$ cat config.mk
export PLATFORM = sky130hd
export DESIGN_NAME = bin2bcd_display_flat
export DESIGN_NICKNAME = d
export VERILOG_FILES = /design/src/rtl/bin2bcd_display_if.sv /design/src/rtl/bin2bcd_display.sv /design/src/flat_wrapper.sv
export SDC_FILE = /design/constraint.sdc
export NUM_CORES = 1
export LEC_CHECK = 0
export ABC_AREA = 1
export CAP_MARGIN = 15
export CORE_MARGIN = 2
export CORE_UTILIZATION = 45
export DETAILED_ROUTE_END_ITERATION = 16
export GPL_TIMING_DRIVEN = 0
export PLACE_DENSITY = 0.72
export SYNTH_ARGS = -nofsm -noshare
export SYNTH_HDL_FRONTEND = slang
export SYNTH_SLANG_ARGS = --single-unit
$ cat constraint.sdc
create_clock -name clk -period 1.8 [get_ports clk]
set_input_delay 0.18 -clock clk [delete_from_list [all_inputs] [get_ports clk]]
set_output_delay 0.18 -clock clk [all_outputs]
set_load 0.02 [all_outputs]
$ cat src/rtl/bin2bcd_display_if.sv
// Bundle between the multiplier side and the BCD converter/display block.
// master drives data/load and observes the results; slave is the converter.
interface bin2bcd_display_if #(
    parameter int WIDTH  = 6,
    parameter int DIGITS = 2
);
    logic [WIDTH-1:0]    data;
    logic                load;
    logic                busy;
    logic                valid;
    logic [4*DIGITS-1:0] bcd;
    logic [DIGITS-1:0]   an;
    logic [6:0]          seg;

    modport master (output data, load, input busy, valid, bcd, an, seg);
    modport slave  (input data, load, output busy, valid, bcd, an, seg);
endinterface

$ cat src/rtl/bin2bcd_display.sv
// Captures a binary value on a load rising edge, converts it to packed BCD one bit
// per clock (double dabble), and scans it onto a multiplexed active-low 7-seg display.
module bin2bcd_display #(
    parameter int WIDTH       = 6,
    parameter int DIGITS      = 2,
    parameter int REFRESH_DIV = 50000
) (
    input  logic              clk,
    input  logic              init,
    bin2bcd_display_if.slave  bus
);
    localparam int CNT_W = $clog2(WIDTH + 1);
    localparam int REF_W = (REFRESH_DIV > 1) ? $clog2(REFRESH_DIV) : 1;
    localparam int IDX_W = (DIGITS > 1) ? $clog2(DIGITS) : 1;

    typedef enum logic [0:0] {IDLE, CONV} state_t;

    state_t              state_r;
    logic                load_q_r;
    logic [WIDTH-1:0]    bin_sr_r;
    logic [4*DIGITS-1:0] scratch_r;
    logic [CNT_W-1:0]    cnt_r;
    logic                busy_r;
    logic                valid_r;
    logic [4*DIGITS-1:0] bcd_r;
    logic [REF_W-1:0]    refresh_r;
    logic [IDX_W-1:0]    idx_r;
    logic [DIGITS-1:0]   an_r;
    logic [6:0]          seg_r;

    logic                start_s;
    logic [4*DIGITS-1:0] adj_s;
    logic [4*DIGITS-1:0] scratch_nxt_s;
    logic [WIDTH-1:0]    bin_nxt_s;
    logic [3:0]          digit_s;
    logic                upper_nz_s;
    logic [DIGITS-1:0]   an_nxt_s;
    logic [6:0]          seg_nxt_s;

    // Each digit >= 5 gets +3 independently; no carry crosses digit boundaries.
    function automatic logic [4*DIGITS-1:0] add3(input logic [4*DIGITS-1:0] v);
        logic [4*DIGITS-1:0] r;
        r = v;
        for (int d = 0; d < DIGITS; d++) begin
            r[4*d +: 4] = (v[4*d +: 4] >= 4'd5) ? (v[4*d +: 4] + 4'd3) : v[4*d +: 4];
        end
        return r;
    endfunction

    function automatic logic [6:0] seg_decode(input logic [3:0] d);
        logic [6:0] s;
        case (d)
            4'd0:    s = 7'h40;
            4'd1:    s = 7'h79;
            4'd2:    s = 7'h24;
            4'd3:    s = 7'h30;
            4'd4:    s = 7'h19;
            4'd5:    s = 7'h12;
            4'd6:    s = 7'h02;
            4'd7:    s = 7'h78;
            4'd8:    s = 7'h00;
            4'd9:    s = 7'h10;
            default: s = 7'h7F;
        endcase
        return s;
    endfunction

    assign start_s = bus.load & ~load_q_r & (state_r == IDLE);

    // One double-dabble step: adjust, then shift {scratch, bin_sr} left by one.
    always_comb begin
        adj_s         = add3(scratch_r);
        scratch_nxt_s = {adj_s[4*DIGITS-2:0], bin_sr_r[WIDTH-1]};
        bin_nxt_s     = bin_sr_r << 1;
    end

    // Conversion FSM with load edge detection and registered status/result.
    always_ff @(posedge clk) begin
        if (init) begin
            state_r   <= IDLE;
            load_q_r  <= 1'b0;
            bin_sr_r  <= '0;
            scratch_r <= '0;
            cnt_r     <= '0;
            busy_r    <= 1'b0;
            valid_r   <= 1'b0;
            bcd_r     <= '0;
        end else begin
            load_q_r <= bus.load;
            case (state_r)
                IDLE: begin
                    if (start_s) begin
                        bin_sr_r  <= bus.data;
                        scratch_r <= '0;
                        cnt_r     <= CNT_W'(WIDTH);
                        valid_r   <= 1'b0;
                        busy_r    <= 1'b1;
                        state_r   <= CONV;
                    end
                end
                CONV: begin
                    scratch_r <= scratch_nxt_s;
                    bin_sr_r  <= bin_nxt_s;
                    cnt_r     <= cnt_r - CNT_W'(1);
                    if (cnt_r == CNT_W'(1)) begin
                        bcd_r   <= scratch_nxt_s;
                        valid_r <= 1'b1;
                        busy_r  <= 1'b0;
                        state_r <= IDLE;
                    end
                end
                default: state_r <= IDLE;
            endcase
        end
    end

    // Select the scanned digit and apply leading-zero blanking (digit 0 always shown).
    always_comb begin
        an_nxt_s   = '1;
        seg_nxt_s  = 7'h7F;
        digit_s    = 4'd0;
        upper_nz_s = 1'b0;
        for (int d = 0; d < DIGITS; d++) begin
            digit_s    = (IDX_W'(d) == idx_r) ? bcd_r[4*d +: 4] : digit_s;
            upper_nz_s = upper_nz_s | ((d >= int'(idx_r)) && (bcd_r[4*d +: 4] != 4'd0));
        end
        if (!valid_r) begin
            an_nxt_s  = '1;
            seg_nxt_s = 7'h7F;
        end else if ((idx_r != '0) && !upper_nz_s) begin
            an_nxt_s  = '1;
            seg_nxt_s = 7'h7F;
        end else begin
            an_nxt_s  = ~(DIGITS'(1) << idx_r);
            seg_nxt_s = seg_decode(digit_s);
        end
    end

    // Refresh timer, digit scan index and registered display drive.
    always_ff @(posedge clk) begin
        if (init) begin
            refresh_r <= '0;
            idx_r     <= '0;
            an_r      <= '1;
            seg_r     <= 7'h7F;
        end else begin
            an_r  <= an_nxt_s;
            seg_r <= seg_nxt_s;
            if (refresh_r == REF_W'(REFRESH_DIV - 1)) begin
                refresh_r <= '0;
                idx_r     <= (idx_r == IDX_W'(DIGITS - 1)) ? '0 : (idx_r + IDX_W'(1));
            end else begin
                refresh_r <= refresh_r + REF_W'(1);
            end
        end
    end

    assign bus.busy  = busy_r;
    assign bus.valid = valid_r;
    assign bus.bcd   = bcd_r;
    assign bus.an    = an_r;
    assign bus.seg   = seg_r;
endmodule

$ cat src/flat_wrapper.sv
// flat-port wrapper written by rule: the top's interface ports become plain ports
module bin2bcd_display_flat 
#(
    parameter int WIDTH       = 6,
    parameter int DIGITS      = 2,
    parameter int REFRESH_DIV = 50000
)
  (clk, init, bus_data, bus_load, bus_busy, bus_valid, bus_bcd, bus_an, bus_seg);
  bin2bcd_display_if #(.WIDTH(WIDTH), .DIGITS(DIGITS)) bus_i ();
  input  logic clk;
  input  logic init;
  input wire logic [$bits(bus_i.data)-1:0] bus_data;
  input wire logic [$bits(bus_i.load)-1:0] bus_load;
  output wire logic [$bits(bus_i.busy)-1:0] bus_busy;
  output wire logic [$bits(bus_i.valid)-1:0] bus_valid;
  output wire logic [$bits(bus_i.bcd)-1:0] bus_bcd;
  output wire logic [$bits(bus_i.an)-1:0] bus_an;
  output wire logic [$bits(bus_i.seg)-1:0] bus_seg;
  assign bus_i.data = bus_data;
  assign bus_i.load = bus_load;
  assign bus_busy = bus_i.busy;
  assign bus_valid = bus_i.valid;
  assign bus_bcd = bus_i.bcd;
  assign bus_an = bus_i.an;
  assign bus_seg = bus_i.seg;
  bin2bcd_display #(.WIDTH(WIDTH), .DIGITS(DIGITS), .REFRESH_DIV(REFRESH_DIV)) u_core (.clk(clk), .init(init), .bus(bus_i));
endmodule
# Word-level counts from Yosys, hierarchy flattened
# Memories as Yosys holds them, arrays and structs flattened. A register that Yosys moved wholly into a read port is not among the register bits.
# Index checks and enable logic that the tools add are counted.
# totals
register_bits,48
romBits,112
input_bits,9
output_inout_bits,19
n_memories,1
# mem_list
name,words,width,rd,rd_ports_with_merged_regs,wr,line,rtl
(no name shown),16,7,1,1,0,bin2bcd_display.sv:52,case (d)
# op_classes
n_addsub,5
order_cmp,3
n_eq_ne,4
shift,1
mux,19
bitwise_logic,7
reduce_logical,9
# ops
op,count
$add A16 B1 Y16 const B,1
$eq A16 B16 Y1 const B,1
$pmux W8 S2,1
$pmux W6 S2,1
$ge A4 B3 Y1 const B,2
$mux W4,2
$mux W8,1
$reduce_bool A4 Y1,2
$mux W1,7
$mux W3,2
$mux W6,1
$pmux W1 S2,3
$pmux W3 S2,1
$add A4 B2 Y4 const B,1
$reduce_and A2 Y1,2
$add A3 B2 Y3 const B,1
$eq A3 B1 Y1 const B,1
$not A1 Y1,3
$reduce_or A3 Y1,1
$sub A3 B1 Y3 const B,1
$and A1 B1 Y1,2
$logic_and A1 B1 Y1,2
$ne A2 B1 Y1 const B,1
$ne A2 B2 Y1 const B,1
7 further kinds,7

# Longest topological paths before layout
# Gate-level depths: netlist of run 1.
# depth
depth_word,6
mapped_depth,10
ltp_nobuf,9

# Least setup slack after synthesis of run 1
# No wires, ideal clock.
# synth_timing
path_type,register to register
from,register u_core.idx_r
to,"register u_core.seg_r[5], in the netlist u_core.bus.seg[5]"
t_arrival_ns,1.461
path_slack_ns,0.216
path_stages_with_launch,8
synth_period_minus_slack_ns,1.584
path_cell_list,dfxtp_1 -> buf_6 -> o21ai_0 -> inv_1 -> ha_1 -> or2_2 -> nand3_1 -> nand2_1
# synth_between
elab_chain_cells,6
elab_cells_between_ends,7
cone_classes,order compare: 1; mux: 1; bitwise: 1; reduce/logical: 4
# synth_lines
element,line,rtl
start: declaration,bin2bcd_display.sv:27,logic [IDX_W-1:0] idx_r;
start signal: assignment,bin2bcd_display.sv:151,idx_r <= (idx_r == IDX_W'(DIGITS - 1)) ? '0 : (idx_r + IDX_W'(1));
$ge A1 B1 Y1,bin2bcd_display.sv:125,upper_nz_s = upper_nz_s | ((d >= int'(idx_r)) && (bcd_r[4*d +: 4] != 4'd0));
$logic_and A1 B1 Y1,bin2bcd_display.sv:125,
$or A1 B1 Y1,bin2bcd_display.sv:125,
$logic_not A1 Y1,bin2bcd_display.sv:130,end else if ((idx_r != '0) && !upper_nz_s) begin
$logic_and A1 B1 Y1,bin2bcd_display.sv:130,
$reduce_or A3 Y1 (no source line),n/a,
end: declaration,bin2bcd_display.sv:29,logic [6:0] seg_r;
# Parallel ways exist; a longest one is shown, timed or not.
# A chain may end at the register's enable or synchronous reset.

# Final worst setup path of run 1
# Same ends and word-level chain as after synthesis.

==> results of run 1 <==
[metal layers]
layer,wire length [um],part of all wire [%]
met1,2410,49
met2,2300,47
met3,172,3.5
met4,41,0.83
met5,0,0
[state kept, by name (all words and copies together), names as in the netlist]
name	count
u_core.refresh_r	16
u_core.load_q_r	1
u_core.bus.an	2
u_core.idx_r	1
u_core.bin_sr_r	6
u_core.bus.bcd	8
u_core.bus.busy	1
u_core.scratch_r	8
u_core.state_r	1
u_core.bus.valid	1
u_core.cnt_r	3
u_core.bus.seg	7
[Yosys cell counts, drive strengths merged]
cell	instances
nor3	2
dfxtp	55
inv	46
clkinv	1
nor2	32
o21ai	18
nand4	8
xnor2	2
a21oi	22
xor2	4
buf	7
o22ai	4
or2	3
o211ai	1
nand3	25
a31oi	5
nand2	105
ha	12
[kinds of logic (layout without fill, tap and decap cells)]
group                      Yosys count  in the layout
adders and majority gates           12             12
DFF                                 55             55
buffers and inverters               54             88
xor gates and xnor gates             6              6
AOI/OAI and AO/OA                   50             50
and+or+nand+nor                    175            175
[stage by stage]
step | total power, mW | std cells | hold WS [ns] | instance area [um2]
floorplan | 1.39 | 352 | 0.287 | 2550
global placement | 1.44 | 450 | 0.445 | 2910
detailed placement | 1.45 | 450 | 0.454 | 2910
CTS | 2.28 | 458 | 0.183 | 3020
global route | 2.35 | 458 | 0.189 | 3020
finish | 2.26 | 458 | 0.188 | 3020
[power breakdown]
part           switching [mW]  leakage, nW  internal, mW
clock                   0.387       0.0612         0.451
sequential             0.0194        0.446          1.25
combinational          0.0927        0.669        0.0612
total                   0.499         1.18          1.76
[area by class of cell]
cell class	count	area [um2]
multi-input cells	243	1220
fillers	523	2480
repair buffers	26	260
inverters	47	178
plain buffers	7	52.6
clock buffers	6	82.6
flip-flops and latches	55	1100
clock inverters	2	35.0
well taps	72	90.1
[timing repair]
item                                   CTS  global route
setup buffers                            0             0
hold buffers                             0             0
setup endpoints to repair                0             3
endpoints found under the hold margin    0             0
resized for setup                        0             1
[worst max-delay path, stage by stage, from the launching register on]
cell and delay [ns]:
dfxtp_1 0.32, buf_6 0.14, o21ai_1 0.32, inv_1 0.11, ha_1 0.19, or2_2 0.30
nand3_1 0.07, nand2_1 0.05
[how the worst max path moves through the flow]
| stage | start | end | slack (ns) | depth (start not counted) |
|---|---|---|---|---|
| 6_report | u_core.idx_r | u_core.bus.seg[5] | 0.20 | 7 |
| 2_1_floorplan | u_core.idx_r | u_core.bus.seg[5] | 0.22 | 7 |
| 5_1_grt | u_core.idx_r | u_core.bus.seg[5] | 0.04 | 7 |
| 3_3_place_gp | u_core.idx_r | u_core.bus.seg[5] | 0.09 | 7 |
| 3_5_place_dp | u_core.idx_r | u_core.bus.seg[5] | 0.02 | 7 |
| 4_1_cts | u_core.idx_r | u_core.bus.seg[5] | 0.003 | 7 |
==> out/metrics.yaml, run 1 <==
vias: 2217
use_met2_pct: 29.5
finalSetupViolations: 0
synthTopCellsByArea: "dfxtp_1 (43%), nand2_1 (15%), inv_1 (6.6%)"
layout_commonest_cell: "nand2_1"
hold_depth: 2
synthAdderAreaFrac_pct: 5.88
io_pins: 28
grt_pass1_wl_um: 8630
syn-num-nets: 373
clock_path_buffers: 2
h-tree-depth: 2
r2r-start: "u_core.idx_r"
start_util_pct: 46.4
dp_slack_ns: 0.0245
tns_ns: 0
viasPerCell: 4.84
met1_usage_pct: 21.7
busiest_layer: "met2"
io_buffers: 26
fin_crit_sh_pct: 88.9
track_usage_pct: 16.9
nets: 406
die-area_um2: 6300
status: "finished clean"
postSynthAreaPerCell_um2: 7.26
postLayoutCoreUtil_pct: 54.9
cts_tree: "done"
ys_types: 30
met3_usage_pct: 3.18
synth_top_family_by_area: "simple AND/OR/NAND/NOR gates"
gp_congestion: 0.861
relSlewSlack_pct: 65.4
first_pass_iters: 4
vdd_ir_drop_max_uv: 512
hp-class: "input pin to flop"
routedWlPerCell_um: 10.8
drt_iter0_drc: 79
synth-seq-cells: 55
synth.cell_area_um2: 2550
insertion_delay_ns: 0.30
rr_endpoint: "u_core.bus.seg[5]"
final_max_slew_viol_count: 0
post-route-min-period_ns: 1.60
arrival_ns: 1.80
synth_compound_area_share_pct: 10.8
dp_hpwl_um: 3610
ant_nets: 0
leakage_nw: 1.18
yosys.area.top_type: "dfxtp_1"
crit_path_start_kind: "flop"
grt_pass1_vias: 2021
hold_path_end: "u_core.bin_sr_r[4]"
clock-root-buffer: "clkbuf_8"
synthCells: 352
cp_max_fo: 10
rrSetupSlack_ns: 0.20
die_y_um: 79.4
gr-total-overflow: 0
synth_xor_area_share_pct: 2.06
cts-buffers-inserted: 5
max_cap_viol_count: 0
num_rows: 27
layout_common_cells: "nand2_1 (103), dfxtp_1 (55), inv_1 (45), nor2_1 (29), clkdlybuf4s50_1 (26)"
antenna_found_initial: 0
worstRegToRegCells: 7
worstPathRequired_ns: 2.00
skew_ns: 0.00410
drive_gt1_share_pct: 6.99
p_per_area_nw_per_um2: 747
synth_top_area_share_pct: 43.1
synthSimpleGateAreaFrac_pct: 29.2
synth_warnings: 0
clock-sinks: 55
grt_setup_unrepaired: "no"
max_freq_mhz: 625
path_class: "flop to flop"
core_um2: 5510
worst_setup_path_end_kind: "flop"
layout_setup_ws_ns: 0.199
min-delay-start: "init"
wirelength_um: 4930
drc_errors: 0
synthMuxAreaShare_pct: 0
yosysSeqAreaShare_pct: 43.1
syn2layout_area_growth_pct: 18.3
worst_slew_pin_slew_ns: 0.517
grt_max_degree: 17
clk_pin_slew_ns: 0.09
antenna-diode-count: 0
hold_viol_final: 0
die_w_um: 79.4
(Power assumes the default switching activity.)
==> run 2: changes to the inputs <==
--- a/config.mk
+++ b/config.mk
@@ -11,6 +11,7 @@
 export CORE_UTILIZATION = 45
 export DETAILED_ROUTE_END_ITERATION = 16
 export GPL_TIMING_DRIVEN = 0
+export HOLD_SLACK_MARGIN = 0.15
 export PLACE_DENSITY = 0.72
 export SYNTH_ARGS = -nofsm -noshare
 export SYNTH_HDL_FRONTEND = slang
==> results of run 2 <==
The final DEF is identical to that of run 1; final timing and power are the same.
==> run 3: changes to the inputs <==
--- a/config.mk
+++ b/config.mk
@@ -5,8 +5,6 @@
 export SDC_FILE = /design/constraint.sdc
 export NUM_CORES = 1
 export LEC_CHECK = 0
-export ABC_AREA = 1
-export CAP_MARGIN = 15
 export CORE_MARGIN = 2
 export CORE_UTILIZATION = 45
 export DETAILED_ROUTE_END_ITERATION = 16
==> run 3 against run 2 <==
Synthesized area is 1.3% lower. Sequential power hardly changed. Synthesized cell count is 20% lower. Setup slack worse by 0.0053 ns. Design area hardly changed. Utilization is 0.32 points higher. Register-to-register slack hardly changed. Critical path type unchanged. Global-route usage is 0.12 points lower. Count of clock-buffer cells in the layout is 2 higher.
==> out/metrics.yaml, run 3 <==
dp_hpwl_um: 3470  # -3.6%
placed_area_um2: 2880  # -0.78%
cts-buffers-inserted: 5  # unchanged
postSynthAreaPerCell_um2: 8.94  # +23%
synth_top_area_share_pct: 43.7  # +0.56 points
rrSetupSlack_ns: 0.19  # about the same
rr_endpoint: "u_core.bus.seg[6]"
skew_ns: 0.00650  # +0.00240 ns
clock-sinks: 55  # unchanged
postCtsHoldBufs: 0  # unchanged
postLayoutCoreUtil_pct: 55.2  # +0.32 points
clock-root-buffer: "clkbuf_8"
clk_pin_slew_ns: 0.09  # about the same
ys_types: 43  # +43%
synth_edf_count: 0  # unchanged
nets: 337  # -17%
pwr-share-comb_pct: 7.7  # +0.9 points
first_pass_iters: 4  # unchanged
syn-num-nets: 303  # -19%
vdd_ir_drop_max_uv: 412  # -20%
regMostFlops: "u_core.refresh_r"
yosysSeqAreaShare_pct: 43.7  # +0.56 points
synthTopCellsByArea: "dfxtp_1 (44%), ha_1 (6.0%), xnor2_1 (4.9%)"
clkPwrFrac_pct: 34.1  # -3.0 points
drc_errors: 0  # unchanged
io_buffers: 27  # +3.8%
met3_usage_pct: 2.95  # -0.23 points
final_cell_area_um2: 3020  # about the same
syn2layout_area_growth_pct: 19.8
die_y_um: 78.9  # -0.60%
synth_common_cells: "dfxtp_1 (55), nor2_1 (31), nand2_1 (28)"
share_seq_of_total_power_pct: 58.2  # +2.1 points
synth.cell_area_um2: 2520  # -1.3%
worst_slew_pin_slew_ns: 0.627  # +0.111 ns
finalSetupViolations: 0  # unchanged
hold_path_end: "u_core.bin_sr_r[2]"
core_um2: 5470  # -0.61%
yosys.area.top_type: "dfxtp_1"
switchingPower_mw: 0.504  # +0.94%
leakage_nw: 1.13  # -4.3%
arrival_ns: 1.81  # about the same
track_usage_pct: 16.8  # -0.12 points
min-delay-start: "u_core.bin_sr_r[1]"
layout_commonest_cell: "dfxtp_1"
total_power_mw: 2.17  # -3.7%
insertion_delay_ns: 0.31  # about the same
worstRegToRegCells: 6  # -1
tns_ns: 0  # unchanged
fin_cells: 389  # -15%
layout_setup_ws_ns: 0.194  # -0.00535 ns
cts_setup_buffers: 0  # unchanged
dp.cells: 381  # -15%
start_util_pct: 46.1  # -0.31 points
worstPathRequired_ns: 2.00  # about the same
antenna-diode-count: 0  # unchanged
swShare_pct: 23.2  # +1.1 points
max_freq_mhz: 623  # -0.33%
synth_warnings: 0  # unchanged
synth_ff_type: "dfxtp_1"
max_cap_viol_count: 0  # unchanged
yosysMostFrequentCell: "dfxtp_1"
io_pins: 28  # unchanged
hp-class: "flop to flop"
h-tree-depth: 2  # unchanged
relSlewSlack_pct: 58.0  # -7.4 points
p_per_area_nw_per_um2: 719  # -3.7%
die_w_um: 78.9  # -0.60%
synth-seq-cells: 55  # unchanged
r2r-start: "u_core.idx_r"
layout_common_cells: "dfxtp_1 (55), nor2_1 (31), nand2_1 (28), clkdlybuf4s50_1 (27), a21oi_1 (17)"
antenna_found_initial: 0  # unchanged
cp_max_fo: 10  # unchanged
ant_nets: 0  # unchanged
drive_gt1_share_pct: 7.26  # +0.26 points
fin_crit_sh_pct: 89.2  # +0.30 points
max_stage_delay_ns: 0.35  # +0.03 ns
grt_setup_unrepaired: "no"
post-route-min-period_ns: 1.61  # +0.00534 ns
wirelength_um: 4890  # -0.71%
grt_max_degree: 16  # -1
hold_depth: 2  # unchanged
path_class: "flop to flop"
final_max_slew_viol_count: 0  # unchanged
cp_num_buf_inv: 2  # unchanged
clock_path_buffers: 2  # unchanged
met1_usage_pct: 21.2  # -0.51 points
crit_chain: "clkbuf_4 > mux2i_4 > inv_1 > ha_1 > nor3_1 > o21ai_0"
cts_tree: "done"
num_rows: 27  # unchanged
viasPerCell: 5.16  # +6.6%
critical_path.top_delay_family: "multiplexers"
worst_setup_path_end_kind: "flop"
dp_slack_ns: -0.173  # -0.197 ns
routedWlPerCell_um: 12.6  # +17%
async_reset_ff_share_pct: 0  # unchanged
status: "finished clean"
grt_pass1_wl_um: 8260  # -4.3%
drt_iter0_drc: 48  # -39%
use_met2_pct: 27.9  # -1.5 points
hold_ws_ns: 0.456  # +0.268 ns
synthCells: 282  # -20%
crit_path_start_kind: "flop"
vias: 2007  # -9.5%
gp_congestion: 0.817  # -5.0%
busiest_layer: "met2"
internal_power_mw: 1.67  # -5.0%
largest_reg_flops: 16  # unchanged
die-area_um2: 6220  # -1.2%
gr-total-overflow: 0  # unchanged
grt_pass1_vias: 1889  # -6.5%
hold_viol_final: 0  # unchanged
slowest_stage: "mux2i_4"
## run 3: changes by cell type after synthesis, sizes merged, moves of 6 or more
cell    delta
inv       -35
nand2     -77
clkbuf     +8
xnor2     +12
o21ai      -8
nor3       +9
a21o       +7
nand2b     +6
nand3     -16
mux2i      +9
## run 3: metal layers
| layer | routed length [um] | share of wire [%] |
|---|---|---|
| met1 | 2390 | 49 |
| met2 | 2270 | 46 |
| met3 | 146 | 3.0 |
| met4 | 82 | 1.7 |
| met5 | 0 | 0 |
## run 3: layout make-up
type / instances / area (um2)
fill: 531 / 2450
timing repair buffer: 27 / 270
multi-input combinational: 205 / 1370
tap: 72 / 90.1
clock buffer: 8 / 100
inverter: 11 / 41.3
buffer: 11 / 53.8
sequential: 55 / 1100
## run 3: worst max path at each step
stage,start,endpoint,slack (ns),depth (start not counted)
finish,u_core.idx_r,u_core.bus.seg[6],0.19,6
global route,u_core.idx_r,u_core.bus.seg[6],0.03,6
CTS,u_core.idx_r,u_core.bus.seg[6],0.06,6
detailed placement,bus_load,u_core.scratch_r[7],-0.17,6
global placement,bus_load,u_core.scratch_r[7],-0.14,6
floorplan,u_core.idx_r,u_core.bus.seg[6],0.18,6
## run 3: logic make-up after synthesis
group	share of synthesized area (%)
multiplexers	4.91
AND/OR/NAND/NOR	23.3
adder cells (fa/ha/maj)	5.95
buffers and inverters	3.52
XOR/XNOR	5.90
flip-flops	43.7
AO/OA/AOI/OAI	12.8
## run 3: power by group through the flow
stage               clock (mW)  sequential, mW  combinational [mW]
finish                   0.741            1.26               0.168
global placement             0            1.29               0.163
detailed placement           0            1.29               0.166
global route             0.796            1.27               0.190
floorplan                    0            1.29               0.103
CTS                      0.745            1.26               0.168
## run 3: timing repair
item	in CTS	in global routing
setup endpoints to repair	2	17
resized for setup	2	9
endpoints found under the hold margin	0	0
## run 3: worst min-delay path, cell delays in order (launching register included)
cell and delay (ns):
dfxtp_1 0.32, nand2_1 0.05, a21oi_1 0.05
